`src/rtl/div_sched.sv`:
```
// ---------------------------------------------------------------------------
// div_sched
// Shares one programmable clock divider between two requesters. A
// round-robin arbiter picks a requester and latches its half-period and
// period count. The block then drives a divided clock that is high for
// 'half' cycles and low for 'half' cycles, repeated 'nper' times. At the
// end it pulses done to the granted requester for one cycle.
//
// Ports
//   i_clk            : single clock, all state changes on the rising edge
//   i_rst            : synchronous active-high reset
//   i_req[1:0]       : request per requester (bit i = requester i)
//   i_half0/i_half1  : half-period in clk cycles (0 is treated as 1)
//   i_nper0/i_nper1  : number of full divided periods
//   o_gnt[1:0]       : one-hot grant, held from LOAD through DONE
//   o_done[1:0]      : one-cycle completion pulse to the granted requester
//   o_busy           : high whenever the scheduler is not idle
//   o_div            : registered divided clock
// ---------------------------------------------------------------------------
module div_sched #(
    parameter int CNT_W = 8
) (
    input  logic             i_clk,
    input  logic             i_rst,
    input  logic [1:0]       i_req,
    input  logic [CNT_W-1:0] i_half0,
    input  logic [CNT_W-1:0] i_half1,
    input  logic [CNT_W-1:0] i_nper0,
    input  logic [CNT_W-1:0] i_nper1,
    output logic [1:0]       o_gnt,
    output logic [1:0]       o_done,
    output logic             o_busy,
    output logic             o_div
);

    typedef enum logic [1:0] {
        ST_IDLE = 2'd0,
        ST_LOAD = 2'd1,
        ST_RUN  = 2'd2,
        ST_DONE = 2'd3
    } state_t;

    localparam logic [CNT_W-1:0] C_ZERO = {CNT_W{1'b0}};
    localparam logic [CNT_W-1:0] C_ONE  = {{(CNT_W-1){1'b0}}, 1'b1};

    state_t           r_state;
    logic [1:0]       r_gnt;
    logic [1:0]       r_done;
    logic             r_busy;
    logic             r_div;
    logic [CNT_W-1:0] r_cnt;
    logic [CNT_W-1:0] r_per;
    logic [CNT_W-1:0] r_half;
    logic [CNT_W-1:0] r_nper;
    // Last granted requester; starts at 1 so requester 0 wins the first tie.
    logic             r_ptr;

    state_t           w_state_nxt;
    logic [1:0]       w_gnt_nxt;
    logic [1:0]       w_done_nxt;
    logic             w_div_nxt;
    logic [CNT_W-1:0] w_cnt_nxt;
    logic [CNT_W-1:0] w_per_nxt;
    logic [CNT_W-1:0] w_half_nxt;
    logic [CNT_W-1:0] w_nper_nxt;
    logic             w_ptr_nxt;

    // Index of the granted requester (grant is one-hot, so bit 1 suffices).
    logic             w_g;
    logic             w_req_g;
    logic [CNT_W-1:0] w_half_sel;
    logic [CNT_W-1:0] w_nper_sel;
    logic [CNT_W-1:0] w_per_inc;

    assign w_g        = r_gnt[1];
    assign w_req_g    = w_g ? i_req[1] : i_req[0];
    assign w_half_sel = w_g ? i_half1 : i_half0;
    assign w_nper_sel = w_g ? i_nper1 : i_nper0;
    assign w_per_inc  = r_per + C_ONE;

    // Next-state, datapath and output decode for the scheduler FSM.
    always_comb begin
        w_state_nxt = r_state;
        w_gnt_nxt   = r_gnt;
        w_done_nxt  = 2'b00;
        w_div_nxt   = r_div;
        w_cnt_nxt   = r_cnt;
        w_per_nxt   = r_per;
        w_half_nxt  = r_half;
        w_nper_nxt  = r_nper;
        w_ptr_nxt   = r_ptr;

        case (r_state)
            ST_IDLE: begin
                w_div_nxt = 1'b0;
                w_gnt_nxt = 2'b00;
                if (i_req != 2'b00) begin
                    w_state_nxt = ST_LOAD;
                    if (i_req == 2'b01) begin
                        w_gnt_nxt = 2'b01;
                    end else if (i_req == 2'b10) begin
                        w_gnt_nxt = 2'b10;
                    end else begin
                        // Tie: the requester that was not granted last wins.
                        w_gnt_nxt = r_ptr ? 2'b01 : 2'b10;
                    end
                end else begin
                    w_state_nxt = ST_IDLE;
                end
            end

            ST_LOAD: begin
                w_half_nxt = (w_half_sel == C_ZERO) ? C_ONE : w_half_sel;
                w_nper_nxt = w_nper_sel;
                w_cnt_nxt  = C_ZERO;
                w_per_nxt  = C_ZERO;
                if (!w_req_g) begin
                    w_state_nxt = ST_DONE;
                    w_div_nxt   = 1'b0;
                end else if (w_nper_sel == C_ZERO) begin
                    w_state_nxt = ST_DONE;
                    w_div_nxt   = 1'b0;
                end else begin
                    w_state_nxt = ST_RUN;
                    w_div_nxt   = 1'b1;
                end
            end

            ST_RUN: begin
                if (!w_req_g) begin
                    w_state_nxt = ST_DONE;
                    w_div_nxt   = 1'b0;
                end else if (r_cnt == (r_half - C_ONE)) begin
                    w_cnt_nxt = C_ZERO;
                    if (r_div) begin
                        w_div_nxt = 1'b0;
                    end else begin
                        // A low-to-high toggle closes one full period; the
                        // last one is suppressed so div finishes low.
                        w_per_nxt = w_per_inc;
                        if (w_per_inc == r_nper) begin
                            w_state_nxt = ST_DONE;
                            w_div_nxt   = 1'b0;
                        end else begin
                            w_div_nxt = 1'b1;
                        end
                    end
                end else begin
                    w_cnt_nxt = r_cnt + C_ONE;
                end
            end

            ST_DONE: begin
                w_state_nxt = ST_IDLE;
                w_gnt_nxt   = 2'b00;
                w_div_nxt   = 1'b0;
                w_ptr_nxt   = w_g;
            end

            default: begin
                w_state_nxt = ST_IDLE;
                w_gnt_nxt   = 2'b00;
                w_div_nxt   = 1'b0;
            end
        endcase

        // done is registered so it is high exactly during the DONE cycle.
        if (w_state_nxt == ST_DONE) begin
            w_done_nxt = w_gnt_nxt;
        end else begin
            w_done_nxt = 2'b00;
        end
    end

    // State and datapath registers with synchronous reset.
    always_ff @(posedge i_clk) begin
        if (i_rst) begin
            r_state <= ST_IDLE;
            r_gnt   <= 2'b00;
            r_done  <= 2'b00;
            r_busy  <= 1'b0;
            r_div   <= 1'b0;
            r_cnt   <= C_ZERO;
            r_per   <= C_ZERO;
            r_half  <= C_ONE;
            r_nper  <= C_ZERO;
            r_ptr   <= 1'b1;
        end else begin
            r_state <= w_state_nxt;
            r_gnt   <= w_gnt_nxt;
            r_done  <= w_done_nxt;
            r_busy  <= (w_state_nxt != ST_IDLE);
            r_div   <= w_div_nxt;
            r_cnt   <= w_cnt_nxt;
            r_per   <= w_per_nxt;
            r_half  <= w_half_nxt;
            r_nper  <= w_nper_nxt;
            r_ptr   <= w_ptr_nxt;
        end
    end

    assign o_gnt  = r_gnt;
    assign o_done = r_done;
    assign o_busy = r_busy;
    assign o_div  = r_div;

endmodule

```
`config.mk`:
```
export PLATFORM = sky130hd
export DESIGN_NAME = div_sched
export DESIGN_NICKNAME = d
export VERILOG_FILES = /design/src/rtl/div_sched.sv
export SDC_FILE = /design/constraint.sdc
export NUM_CORES = 1
export LEC_CHECK = 0
export ABC_AREA = 0
export CAP_MARGIN = 20
export CORE_ASPECT_RATIO = 0.7
export CORE_MARGIN = 1.5
export CORE_UTILIZATION = 53
export CTS_CLUSTER_SIZE = 28
export DETAILED_ROUTE_END_ITERATION = 10
export GPL_ROUTABILITY_DRIVEN = 0
export GPL_TIMING_DRIVEN = 1
export PLACE_DENSITY_LB_ADDON = 0.1
export SYNTH_ARGS = -nofsm -noshare
export SYNTH_HDL_FRONTEND = slang
export SYNTH_SLANG_ARGS = --single-unit
```
`constraint.sdc`:
```
create_clock -name i_clk -period 3.2 [get_ports i_clk]
set_input_delay 0.64 -clock i_clk [delete_from_list [all_inputs] [get_ports i_clk]]
set_output_delay 0.64 -clock i_clk [all_outputs]
set_load 0.02 [all_outputs]
```
==> reports/qor.csv <==
metric,value,unit
global route hottest layer,met2,
Max Fclk,370,MHz
number of distinct library cell variants in the gate-level netlist after synthesis,47,
main flop type after synthesis,sky130_fd_sc_hd__dfxtp_1,
power per cell area,446,mW/mm^2
DP Wirelength,4150,um
clock transition at the register clock pins on the worst setup and hold paths after CTS,0.07,ns
initial standard-cell utilization of the core,55.3,%
final critical path time including I/O delays and setup,2.70,ns
detail-routed net length per standard cell,14.5,um
Layout Nets,356,
average cell area after synthesis,8.75,um^2
number of antenna cells inserted,0,
worst supply voltage drop on vdd,0.255,mV
post-detailed-routing wire length,5350,um
vias in the first global route,1979,
count of state elements after synthesis,41,
leftover overflow at the end of global routing,0,
setup repair after global routing missed its margin,no,
antenna-violating nets left,0,
All-Layer GR Usage,22.9,%
met2 Use GR,35.4,%
post-synthesis cell count,275,
Setup Total Neg Slack,0,ns
post-cts hold buffer count,0,
Die Width,83.5,um
slew at the pin closest to its max-slew limit,0.551,ns
arrival time at the worst endpoint,2.89,ns
crit end category,flop,
Reg area,821,um^2
result of the run,completed,
CP max stage cell,sky130_fd_sc_hd__or4_4,
cell at the root of the clock tree,sky130_fd_sc_hd__clkbuf_8,
total setup buffers inserted after CTS,0,
antenna violations before repair,0,
critical path data required time,3.38,ns
worst min-delay path class,reg -> reg,
H-tree levels,2,
M1 GR Usage,32.1,%
fraction of layout instances using a drive strength above 1,7.99,%
maximum single-stage delay on the critical path,0.57,ns
Layout area overhead,22.3,%
area of the multi-input gates,0.00151,mm^2
height of the die,59.4,um
worst-case headroom to the max-slew limit,62.2,%
share of the clock period used by the worst path after layout,84.5,%
number of vias per cell,5.72,
largest net degree at the start of global routing,36,
async set-reset flop share out of synthesis,0,%
TritonCTS clock tree,built,
core area,0.00435,mm^2
number of iterations in the first detailed-routing pass,4,
CTS sink count,41,
first-pass GRT wire length,9070,um
final setup vio count,0,
Syn. warnings,0,
Post-Synthesis Cell Area,0.00241,mm^2
standard-cell row count,20,
count of endpoints failing hold in the final timing report,0,
crit start category,flop,
Worst Setup Slack post-DPL,0.482,ns
via count,2106,
post-cts gate resize count,0,
final count of pins violating max slew,0,
final routed DRC violation total,0,
post-synth net total,318,
layout filler cell count,363,
final core area utilization,67.6,%
die outline area,0.00496,mm^2
highest net fanout along the worst path,7,
Post-Route Skew,0.00632,ns
clock latency of the later-clocked register in the worst-skew pair,0.29,ns
Setup CP Type,reg -> reg,
maximum buffer depth of the clock tree,2,
sequential cell area fraction in the yosys report,34.1,%
minimum setup slack in the final design,0.495,ns
highest-count cells in the layout ignoring fill and taps,"41 x sky130_fd_sc_hd__clkdlybuf4s50_1, 41 x sky130_fd_sc_hd__dfxtp_1, 34 x sky130_fd_sc_hd__nor2_1, 20 x sky130_fd_sc_hd__mux2i_1, 19 x sky130_fd_sc_hd__a211oi_1",
series of cell instances along the critical path,inv_1 > ha_1 > or3b_2 > nor4_1 > o2111ai_1 > or4_4 > o21a_4 > a22o_1,
Post-synth EDFFs,0,
number of max-cap violations,0,
met3 Resource Use GR,5.71,%
iteration-0 DRC count of the detailed router,111,
clock buffers created by TritonCTS,5,
P_leak,1.01,nW
Port Buf Inserts,41,
ports placed on the boundary,42,
flip-flops by register name (all words and copies together) (netlist names):
register / count
r_cnt: 8
r_half: 8
r_nper: 8
r_per: 8
o_done: 2
o_gnt: 2
r_state: 2
o_busy: 1
o_div: 1
r_ptr: 1
report_power, final:
| part | internal (mW) | switching [mW] |
|---|---|---|
| sequential | 0.556 | 0.0474 |
| combinational | 0.179 | 0.193 |
| clock | 0.171 | 0.168 |
| total | 0.906 | 0.408 |
cell families after synthesis:
logic type / count (synthesis) / share of synthesized area, %
AOI/OAI and AO/OA: 58 / 17.8
DFF: 41 / 34.1
buffers and inverters: 19 / 3.07
and+or+nand+nor: 100 / 22.0
muxes: 21 / 8.79
xor gates and xnor gates: 29 / 10.6
adders and majority gates: 7 / 3.64
area by class of cell:
| type | count | area share, % |
|---|---|---|
| Clock buffer | 7 | 2.93 |
| Tap cell | 55 | 2.34 |
| Inverter | 6 | 0.765 |
| Timing Repair Buffer | 44 | 14.7 |
| Sequential cell | 41 | 27.9 |
| Multi-Input combinational cell | 215 | 51.4 |
per-layer routing:
metal / wire [um] / up-vias
met4: 51 / 0
met2: 2150 / 70
li1: - / 1077
met3: 325 / 8
met5: 0 / -
met1: 2820 / 951
worst max-delay path, delay by kind of cell (launching register included):
family | cells | cell delay [ns]
adders and majority gates | 1 | 0.23
AOI/OAI and AO/OA | 3 | 0.70
and+or+nand+nor | 3 | 1.24
buffers and inverters | 1 | 0.09
DFF | 1 | 0.34
Yosys cell counts (2+ instances only):
library cell	instances	share of area, %
sky130_fd_sc_hd__o31ai_1	3	0.94
sky130_fd_sc_hd__mux2i_1	20	8.3
sky130_fd_sc_hd__or4_1	5	1.6
sky130_fd_sc_hd__ha_1	7	3.6
sky130_fd_sc_hd__dfxtp_1	41	34
sky130_fd_sc_hd__or4_4	2	0.94
sky130_fd_sc_hd__a21o_2	6	2.2
sky130_fd_sc_hd__nand3_1	5	1.0
sky130_fd_sc_hd__a211oi_1	19	5.9
sky130_fd_sc_hd__o21ai_0	3	0.62
sky130_fd_sc_hd__nor3b_1	2	0.62
sky130_fd_sc_hd__xnor2_1	18	6.6
sky130_fd_sc_hd__nor2_1	34	5.3
sky130_fd_sc_hd__a22oi_1	2	0.62
sky130_fd_sc_hd__clkbuf_1	9	1.4
sky130_fd_sc_hd__nor2b_1	5	1.3
sky130_fd_sc_hd__or3b_2	2	0.73
sky130_fd_sc_hd__nand4_1	3	0.78
sky130_fd_sc_hd__nor4_1	8	2.1
sky130_fd_sc_hd__nand2b_1	6	1.6
sky130_fd_sc_hd__xor2_1	11	4.0
sky130_fd_sc_hd__a21oi_1	12	2.5
sky130_fd_sc_hd__or3_1	3	0.78
sky130_fd_sc_hd__inv_1	6	0.94
sky130_fd_sc_hd__nand2_1	11	1.7
sky130_fd_sc_hd__a2111oi_0	2	0.73
sky130_fd_sc_hd__a211o_1	2	0.73
sky130_fd_sc_hd__and3_1	2	0.52
sky130_fd_sc_hd__nor3_1	7	1.5
sky130_fd_sc_hd__buf_1	2	0.31
metrics by stage:
| step | cell area, um^2 | hold slack (ns) | power (mW) | std cells |
|---|---|---|---|---|
| floorplan | 2410 | 0.452 | 0.859 | 275 |
| global placement | 2860 | 0.474 | 0.974 | 361 |
| detailed placement | 2860 | 0.490 | 0.983 | 361 |
| CTS | 2940 | 0.501 | 1.32 | 368 |
| global route | 2940 | 0.525 | 1.39 | 368 |
| finish | 2940 | 0.501 | 1.31 | 368 |
worst paths after layout:
| check | start | endpoint | slack [ns] | depth (start not counted) |
|---|---|---|---|---|
| setup reg to reg | r_half[0]$_SDFFE_PP1P_ | r_per[4]$_SDFFE_PP0P_ | 0.50 | 8 |
| setup / recovery | r_half[0]$_SDFFE_PP1P_ | r_per[4]$_SDFFE_PP0P_ | 0.50 | 8 |
| hold reg to reg | r_nper[6]$_SDFFE_PP0P_ | r_nper[6]$_SDFFE_PP0P_ | 0.50 | 2 |
| hold / removal | r_nper[6]$_SDFFE_PP0P_ | r_nper[6]$_SDFFE_PP0P_ | 0.50 | 2 |
Power figures use the tool's default switching activity.
